<file path="src/rtl/window3x3_linebuf.sv">
// window3x3_linebuf: raster-stream 3x3 window generator over two line buffers; define WINDOW_STRIDE2_EN for stride-2 windows
module window3x3_linebuf #(
    parameter int DWIDTH = 8,
    parameter int IMG_W  = 8,
    parameter int IMG_H  = 8
) (
    input  logic                clk,
    input  logic                rst_n,
    input  logic                in_valid,
    output logic                in_ready,
    input  logic [DWIDTH-1:0]   in_data,
    output logic                win_valid,
    input  logic                win_ready,
    output logic [9*DWIDTH-1:0] win_data,
    output logic                frame_done
);
    localparam int CW = $clog2(IMG_W);
    localparam int RW = $clog2(IMG_H);
    typedef enum logic {FILL, STREAM} state_t;
    state_t state, state_nxt;
    logic [CW-1:0] col;
    logic [RW-1:0] row;
    logic [DWIDTH-1:0] lb0 [IMG_W];
    logic [DWIDTH-1:0] lb1 [IMG_W];
    logic [9*DWIDTH-1:0] win_nxt;
    logic accept, col_last, row_last, emit;
    assign in_ready = !win_valid || win_ready;
    assign accept   = in_valid && in_ready;
    assign col_last = col == CW'(IMG_W - 1);
    assign row_last = row == RW'(IMG_H - 1);
`ifdef WINDOW_STRIDE2_EN
    assign emit = accept && state == STREAM && col >= CW'(2) && !col[0] && !row[0];
`else
    assign emit = accept && state == STREAM && col >= CW'(2);
`endif
    assign win_nxt = {in_data, win_data[8*DWIDTH +: DWIDTH], win_data[7*DWIDTH +: DWIDTH],
                      lb0[col], win_data[5*DWIDTH +: DWIDTH], win_data[4*DWIDTH +: DWIDTH],
                      lb1[col], win_data[2*DWIDTH +: DWIDTH], win_data[1*DWIDTH +: DWIDTH]};
    // FILL until both line buffers hold a row, STREAM until the frame's last pixel
    always_comb begin
        state_nxt = state;
        if (accept && col_last && state == FILL && row == RW'(1))
            state_nxt = STREAM;
        if (accept && col_last && state == STREAM && row_last)
            state_nxt = FILL;
    end
    // counters, window shift register and output handshake
    always_ff @(posedge clk) begin
        if (!rst_n) begin
            state      <= FILL;
            col        <= '0;
            row        <= '0;
            win_valid  <= 1'b0;
            win_data   <= '0;
            frame_done <= 1'b0;
        end else begin
            state      <= state_nxt;
            frame_done <= accept && row_last && col_last;
            win_valid  <= accept ? emit : win_valid && !win_ready;
            if (accept) begin
                win_data <= win_nxt;
                col      <= col_last ? '0 : col + 1'b1;
                if (col_last)
                    row <= row_last ? '0 : row + 1'b1;
            end
        end
    end
    // line buffers age one row per accepted pixel; contents are never cleared
    always_ff @(posedge clk) begin
        if (rst_n && accept) begin
            lb1[col] <= lb0[col];
            lb0[col] <= in_data;
        end
    end
endmodule

</file>
<file path="config.mk">
export PLATFORM = sky130hd
export DESIGN_NAME = window3x3_linebuf
export DESIGN_NICKNAME = d
export VERILOG_FILES = /design/src/rtl/window3x3_linebuf.sv
export SDC_FILE = /design/constraint.sdc
export NUM_CORES = 1
export LEC_CHECK = 0
export CORE_MARGIN = 1.5
export CORE_UTILIZATION = 40
export DETAILED_ROUTE_END_ITERATION = 10
export DONT_BUFFER_PORTS = 1
export GPL_ROUTABILITY_DRIVEN = 0
export SLEW_MARGIN = 20
export SYNTH_ARGS = -nofsm -noshare
export SYNTH_HDL_FRONTEND = slang
export SYNTH_SLANG_ARGS = --single-unit
</file>
<file path="constraint.sdc">
create_clock -name clk -period 4.94 [get_ports clk]
set_clock_uncertainty 0.05 [all_clocks]
set_input_delay 1.235 -clock clk [delete_from_list [all_inputs] [get_ports clk]]
set_output_delay 1.235 -clock clk [all_outputs]
set_load 0.05 [all_outputs]
</file>
==> flow_summary.json, run 1 <==
{
  "cts.sink_count": 212,
  "count_of_flip_flops_with_a_built_in_enable_after_synthesis": 128,
  "grt_pass1_wl_um": 25700,
  "design.core.area_um2": 21100,
  "post_synth_inst_count": 697,
  "total_leakage_power_nw": 3.01,
  "critical_path_peak_fanout": 5,
  "relSlewSlack_pct": 41.4,
  "hold_viol": 0,
  "fraction_of_synthesized_cell_area_taken_by_the_top_area_cell_type_pct": 44.6,
  "cts_made_buffers": 21,
  "synthesis.area_um2": 8620,
  "run_status": "complete, no violations",
  "drt_wl_total_um": 16600,
  "antenna_cells_inserted": 0,
  "final.fill_count": 1933,
  "antenna_violations_before_repair": 0,
  "cts_htree_levels": 1,
  "final_max_slew_viol_count": 0,
  "ys.warnings.count": 0,
  "max_stage_delay_ns": 0.36,
  "multi_input_comb_area_um2": 2500,
  "fmax_ghz": 0.347,
  "cts_root_buffer": "clkbuf_16",
  "crit_start": "win_ready",
  "dieHeight_um": 150,
  "most_repeated_cell_in_the_gate_level_netlist_after_synthesis": "nand2_1",
  "min_path_type": "reg -> reg",
  "worstPathBufferInverterCount": 0,
  "setup_viol": 0,
  "crit_chain": "nand2b_2",
  "row_count": 53,
  "grt.total_usage_pct": 14.7,
  "initialDrtViolationCount": 339,
  "floorplan.initialDensity_pct": 40.9,
  "wl_per_cell_um": 17.9,
  "powerDensity_nw_per_um2": 407,
  "worst_ep_arrival_time_ns": 1.60,
  "grt_pass1_vias": 4688,
  "count_of_buffers_from_port_buffering": 0,
  "number_of_nets_in_the_final_layout": 660,
  "path_delay_family": "simple AND/OR/NAND/NOR gates",
  "detailedPlace.worstSlack_ns": 1.71,
  "boundaryPins": 87,
  "final_critical_path_setup_slack_ns": 2.06,
  "netlist-cell-type-count": 48,
  "tightest_slew_ns": 0.878,
  "synth_ff_type": "edfxtp_1",
  "cell_taking_the_most_area_after_synthesis": "edfxtp_1",
  "place_hpwl_um": 10600,
  "critical_path.reg2reg.startpoint": "win_valid",
  "worst_skew_pair.late_latency_ns": 0.49,
  "globalRoute.totalOverflow": 0,
  "worst_setup_path_end_kind": "output port",
  "grt_max_degree": 92,
  "post-route-period-util_pct": 58.3,
  "yosysSeqAreaShare_pct": 64.1,
  "number_of_buffers_inserted_by_hold_repair_at_cts": 0,
  "cts.path.max_buffers": 3,
  "post_synth_most_frequent_cells": "nand2_1, edfxtp_1, dfxtp_1",
  "clkSlewWorstSetupHoldPaths_ns": 0.06,
  "timing.max_cap.violations": 0,
  "timing.critical_path.from_type": "input port",
  "synthesized_area_divided_by_synthesized_cell_count_um2": 12.4,
  "drc": 0,
  "mappedNetlistNets": 715,
  "routed-via-count": 4768,
  "final_layout_size_suffix_gt1_share_pct": 11.6,
  "synth.ff_latch_count": 212,
  "cpMaxStageDelayCell": "nand2b_2",
  "post_drt_via_cell_ratio": 5.12,
  "hold_path_startpoint": "row[1]",
  "synth.top_cells.by_area": "edfxtp_1, dfxtp_1, nand2_1",
  "floorplan.die_area_um2": 22400,
  "timing.final.crit_period_ns": 2.88,
  "area_growth_pct": 5.94,
  "rsz_0062_raised_after_global_routing": "false",
  "cts-resized-gates": 0,
  "ff_latch_area_um2": 5530,
  "crit_type": "in -> out",
  "ys_async_sr_fraction_pct": 0,
  "final.setup.tns_ns": 0,
  "antenna_left": 0,
  "first_pass_iters": 4,
  "worst_ir_drop_vdd_uv": 257,
  "clock_tree_from_tritoncts": "built",
  "postCtsSetupRepairBufs": 0,
  "required_ns": 3.65,
  "die_w_um": 150
}
-- placed cells by master, fill, tap and decap left out, types with 8 or more instances in the layout --
master	count
dfxtp_1	83
mux2i_1	35
clkbuf_16	21
mux2_2	15
buf_4	13
o21ai_1	11
edfxtp_1	128
o21ai_0	14
nand2_1	131
nor2_1	13
a31oi_1	9
a21oi_1	8
a21boi_1	64
-- cells by family after synthesis --
logic type                 after synthesis  synth area share, %
adders and majority gates                6                0.871
DFF                                    212                 64.1
muxes                                   52                 6.29
AOI/OAI and AO/OA                      139                 11.7
buffers and inverters                   98                 7.33
and+or+nand+nor                        190                 9.71
-- metrics by stage --
step	total power (W)	cell area [um^2]	instances	util (%)	hold slack (ns)
after floorplan	0.00227	8620	697	-	0.390
after global placement	0.00229	8490	894	40.3	0.407
after detailed placement	0.00229	8500	894	40.3	0.414
after CTS	0.00375	9130	931	43.3	0.420
after global routing	0.00385	9130	931	43.3	0.430
final	0.00372	9130	931	43.3	0.421
-- where the power goes --
| group | internal (W) | switching, W | total [W] |
|---|---|---|---|
| logic | 0.0000685 | 0.000119 | 0.000188 |
| registers | 0.00193 | 0.000131 | 0.00206 |
| clock network | 0.000840 | 0.000626 | 0.00147 |
-- flip-flops by register name, summed over array words and instances, names as in the netlist, named ones only --
signal	count
frame_done	1
win_valid	1
col	3
win_data	72
row	3
state	1
lb0	64
lb1	64
-- cell type report --
class                           count  area share [%]
Clock buffer                       30            6.57
Clock inverter                      7           0.356
Inverter                            7           0.288
Multi-Input combinational cell    387            27.4
Sequential cell                   212            60.5
Tap cell                          275            3.77
Timing Repair Buffer               13            1.07
-- worst paths after layout --
path	cells past startpoint	end	slack, ns
setup reg to reg	5	lb0[5][4]	2.41
hold / removal	2	row[1]	0.42
hold reg to reg	2	row[1]	0.42
setup / recovery	1	in_ready	2.06
-- routing by layer --
metal / up-vias / routed length, um / track usage [%]
li1: 2326 / - / -
met1: 2321 / 7280 / 19.1
met2: 99 / 8070 / 24.6
met3: 22 / 923 / 3.17
met4: 0 / 357 / 4.07
met5: - / 0 / 0
No activity file was read; power rests on OpenSTA's default activity.
==> run 2, diff against run 1 <==
clock period = 3 ns   (was 4.94 ns; I/O delays follow)
==> flow_summary.json, run 2 (synthesis results as in run 1) <==
{
  "gr-usage-met1_pct": 19.1,
  "final.setup.tns_ns": 0,
  "multi_input_comb_area_um2": 2500,
  "grt.total_usage_pct": 14.7,
  "number_of_buffers_inserted_by_hold_repair_at_cts": 0,
  "antenna_violations_before_repair": 0,
  "cts_htree_levels": 1,
  "cts_root_buffer": "clkbuf_16",
  "area_growth_pct": 6.98,
  "crit_chain": "buf_4 > mux2_2 > o22ai_1 > a221o_1 > inv_1",
  "critical_path_peak_fanout": 30,
  "run_status": "complete, no violations",
  "required_ns": 3.15,
  "crit_type": "reg -> reg",
  "setup_viol": 0,
  "gr-max-usage-layer": "met2",
  "antenna_left": 0,
  "cts-resized-gates": 0,
  "fmax_ghz": 0.464,
  "worst_ep_arrival_time_ns": 2.31,
  "report.power.total_w": 0.00614,
  "design.core.area_um2": 21100,
  "placed_area_um2": 8580,
  "biggestRegsByFlops": "win_data: 72 flops, lb0: 64 flops, lb1: 64 flops",
  "timing.final.crit_period_ns": 2.16,
  "leading_cell_type_in_the_layout_fill_and_taps_excluded": "nand2_1",
  "postCtsSetupRepairBufs": 0,
  "place_hpwl_um": 10800,
  "antenna_cells_inserted": 0,
  "timing.critical_path.from_type": "flip-flop",
  "grt_pass1_wl_um": 25600,
  "cts_made_buffers": 22,
  "number_of_nets_in_the_final_layout": 672,
  "rsz_0062_raised_after_global_routing": "false",
  "final_layout_size_suffix_gt1_share_pct": 12.1,
  "max_stage_delay_ns": 0.41,
  "total_leakage_power_nw": 3.06,
  "drc": 0,
  "floorplan.die_area_um2": 22400,
  "grt_pass1_vias": 4768,
  "tightest_slew_ns": 0.689,
  "final.fill_count": 1951,
  "relSlewSlack_pct": 54.0,
  "hold_ws_ns": 0.304,
  "clock_tree_from_tritoncts": "built",
  "worst_skew_pair.late_latency_ns": 0.49,
  "cts.path.max_buffers": 3,
  "globalRoute.totalOverflow": 0,
  "worst_ir_drop_vdd_uv": 390,
  "boundaryPins": 87,
  "design_area_um2": 9220,
  "final_max_slew_viol_count": 0,
  "post_drt_via_cell_ratio": 5.15,
  "ff_latch_area_um2": 5530,
  "timing.max_cap.violations": 0,
  "row_count": 53,
  "initialDrtViolationCount": 294,
  "drt_wl_total_um": 16500,
  "cpMaxStageDelayCell": "mux2_2",
  "clkSlewWorstSetupHoldPaths_ns": 0.06,
  "mostFrequentLayoutCells": "nand2_1, edfxtp_1, dfxtp_1",
  "grt_max_degree": 92,
  "floorplan.initialDensity_pct": 40.9,
  "first_pass_iters": 4,
  "largest_reg_flops": 72,
  "count_of_buffers_from_port_buffering": 0,
  "worst_setup_path_end_kind": "flip-flop",
  "cts.sink_count": 212,
  "wl_per_cell_um": 17.6,
  "hold_viol": 0,
  "globalRouteMet3Util_pct": 3.84,
  "min_path_type": "in -> reg",
  "powerDensity_nw_per_um2": 666,
  "dieHeight_um": 150,
  "die_w_um": 150,
  "routed-via-count": 4854,
  "top_register": "win_data",
  "met2_usage_pct": 24.3,
  "post-route-period-util_pct": 71.8
}
-- run 2: cell types whose count changed in the layout (fill, tap and decap cells not counted), sizes merged --
cell    before  now
buf         13   24
clkbuf      30   31
clkinv       7    5
inv          7    8
-- run 2: worst paths after layout --
| kind | from | cells past startpoint | slack (ns) | endpoint |
|---|---|---|---|---|
| worst max register to register | flip-flop | 5 | 0.84 | lb1[7][7] |
| worst min-delay path | in_data[1] | 0 | 0.30 | lb0[0][1] |
| worst min register to register | row[2] | 2 | 0.43 | row[2] |
| worst max-delay path | flip-flop | 5 | 0.84 | lb1[7][7] |
-- run 2: metal layers --
layer	part of all wire (%)	up-vias
met3	5.6	26
li1	-	2349
met4	2.2	0
met1	44	2380
met2	48	99
met5	0	-
-- run 2: cell type report --
type                            instances  share of cell area (%)
Sequential cell                       212                    59.9
Timing Repair Buffer                   24                    2.09
Clock inverter                          6                   0.312
Multi-Input combinational cell        387                    27.1
Tap cell                              275                    3.73
Clock buffer                           31                    6.57
Inverter                                7                   0.285
-- run 2: per-stage QoR --
stage               util, %  worst slack [ns]  instances
global placement       40.7             0.683        905
finish                 43.7             0.845        942
CTS                    43.7             0.809        942
detailed placement     40.7             0.662        905
global route           43.7             0.751        942
floorplan                 -           -0.0788        697
-- run 2: where the power goes --
group	leakage, nW	internal, W	switching (W)	total [W]
Clock	0.308	0.00140	0.00102	0.00242
Combinational	0.910	0.000125	0.000207	0.000332
Sequential	1.84	0.00318	0.000207	0.00339
Total	3.06	0.00471	0.00143	0.00614
-- run 2: worst max-delay path: cells and delay by family (launching register included) --
| kind | cells | cell delay, ns |
|---|---|---|
| compound gates | 2 | 0.46 |
| flops | 1 | 0.36 |
| mux | 1 | 0.41 |
| buf+inv | 2 | 0.56 |
==> run 3, diff against run 2 <==
clock period = 1.9 ns   (was 3 ns; I/O delays follow)
==> flow_summary.json, run 3 (synthesis results as in run 1) <==
{
  "leading_cell_type_in_the_layout_fill_and_taps_excluded": "nand2_1",
  "post-route-period-util_pct": 95.9,
  "worst_setup_path_end_kind": "flip-flop",
  "grt.total_usage_pct": 16.1,
  "cts_made_buffers": 22,
  "cts_root_buffer": "clkbuf_16",
  "total_leakage_power_nw": 3.31,
  "timing.max_cap.violations": 0,
  "antenna_cells_inserted": 0,
  "die_w_um": 150,
  "worst-r2r-setup-slack_ns": 0.08,
  "fmax_ghz": 0.549,
  "clkSlewWorstSetupHoldPaths_ns": 0.06,
  "required_ns": 2.07,
  "first_pass_iters": 4,
  "floorplan.initialDensity_pct": 40.9,
  "ff_latch_area_um2": 5530,
  "report.power.total_w": 0.0106,
  "crit_type": "reg -> reg",
  "area_growth_pct": 13.8,
  "place_hpwl_um": 11600,
  "final.fill_count": 1853,
  "worstPathBufferInverterCount": 3,
  "max_stage_delay_ns": 0.35,
  "worst_ir_drop_vdd_uv": 671,
  "worst_ep_arrival_time_ns": 1.99,
  "reg2reg_depth": 6,
  "number_of_nets_in_the_final_layout": 695,
  "drc": 0,
  "dieHeight_um": 150,
  "relSlewSlack_pct": 54.5,
  "postCtsSetupRepairBufs": 0,
  "row_count": 53,
  "holdPathEnd": "win_data[68]",
  "grt_max_degree": 92,
  "floorplan.die_area_um2": 22400,
  "cpMaxStageDelayCell": "dfxtp_1",
  "dp.cells": 920,
  "cts.sink_count": 212,
  "path_delay_family": "buffers and inverters",
  "hold_viol": 0,
  "initialDrtViolationCount": 307,
  "largest_reg_flops": 72,
  "placed_area_um2": 8930,
  "antenna_violations_before_repair": 0,
  "crit_top_cell": "buf_12",
  "worstReg2RegEnd": "lb1[7][3]",
  "rsz_0062_raised_after_global_routing": "false",
  "drt_wl_total_um": 18200,
  "routed-via-count": 5080,
  "antenna_left": 0,
  "powerDensity_nw_per_um2": 1080,
  "tightest_slew_ns": 0.682,
  "biggestRegsByFlops": "win_data: 72 flops, lb0: 64 flops, lb1: 64 flops",
  "top_register": "win_data",
  "final_max_slew_viol_count": 0,
  "boundaryPins": 87,
  "worst_skew_pair.late_latency_ns": 0.51,
  "mostFrequentLayoutCells": "nand2_1, edfxtp_1, dfxtp_1",
  "multi_input_comb_area_um2": 2590,
  "run_status": "complete, no violations",
  "min_path_type": "in -> reg",
  "crit_chain": "buf_12 > buf_12 > mux2_2 > o22ai_1 > a221o_1 > inv_1",
  "design.core.area_um2": 21100,
  "grt_pass1_vias": 4995,
  "design_area_um2": 9800,
  "wl_per_cell_um": 18.8,
  "globalRoute.totalOverflow": 0,
  "cts.path.max_buffers": 3,
  "timing.final.crit_period_ns": 1.82,
  "clock_tree_from_tritoncts": "built",
  "count_of_buffers_from_port_buffering": 0,
  "setup_viol": 0,
  "final_core_util_pct": 46.5,
  "holdPathStages": 2,
  "final_layout_size_suffix_gt1_share_pct": 15.7,
  "critical_path_peak_fanout": 17,
  "grt_pass1_wl_um": 27900,
  "timing.critical_path.from_type": "flip-flop",
  "instances_no_fill": 968,
  "post_drt_via_cell_ratio": 5.25,
  "cts_htree_levels": 1,
  "hold_path_startpoint": "in_data[4]"
}
-- run 3: changes by cell type in the layout (fill, tap and decap cells not counted), moves of 4 or more --
cell / change
nor3_2: -4
clkbuf_1: -5
buf_12: +11
buf_4: +4
bufinv_16: +5
nor3_4: +4
dlygate4sd3_1: +8
-- run 3: worst max path at each step --
| stage | slack, ns | to | startpoint | cells after the start |
|---|---|---|---|---|
| 2_1_floorplan | -0.21 | lb0[0][0] | win_ready | 4 |
| 3_3_place_gp | 0.12 | flip-flop | win_ready | 5 |
| 3_5_place_dp | 0.09 | flip-flop | win_ready | 5 |
| 4_1_cts | 0.08 | lb1[7][4] | flip-flop | 6 |
| 5_1_grt | 0.02 | win_data[42] | flip-flop | 5 |
| 6_report | 0.08 | lb1[7][3] | flip-flop | 6 |
-- run 3: report_power, final --
part,switching (W),leakage (nW),internal [W]
clock,0.00175,0.378,0.00289
combinational,0.000368,1.09,0.000245
sequential,0.000329,1.84,0.00503
total,0.00244,3.31,0.00816
-- run 3: stage by stage --
step           hold WS [ns]  worst slack (ns)  setup TNS [ns]
2_1_floorplan         0.390            -0.207          -11.40
3_3_place_gp          0.406             0.123               0
3_5_place_dp          0.427            0.0852               0
4_1_cts              0.0306            0.0819               0
5_1_grt              0.0448            0.0176               0
6_report             0.0447            0.0774               0
-- run 3: worst register-to-register path, delay by kind of cell, from the launching register on --
| kind | cells | cell delay, ns |
|---|---|---|
| compound gates | 2 | 0.36 |
| flops | 1 | 0.35 |
| buf+inv | 3 | 0.45 |
| mux | 1 | 0.32 |
-- run 3: what timing repair did --
item	4_1_cts	5_1_grt
endpoints found under the setup margin	0	3
hold endpoints to repair	64	0
hold buffers	8	0
gates resized for setup	0	1
-- run 3: area by class of cell --
class	count	share of cell area [%]
Multi-Input combinational cell	387	26.5
Inverter	7	0.268
Sequential cell	212	56.4
Clock inverter	14	2.05
Timing Repair Buffer	47	5.33
Tap cell	275	3.51
Clock buffer	26	5.99
-- run 3: routing by layer --
metal / vias up / global-route usage (%) / wire, um
met3: 24 / 3.51 / 1080
met1: 2517 / 21.7 / 8130
met4: 0 / 3.53 / 329
li1: 2403 / - / -
met2: 136 / 26.6 / 8680
met5: - / 0 / 0
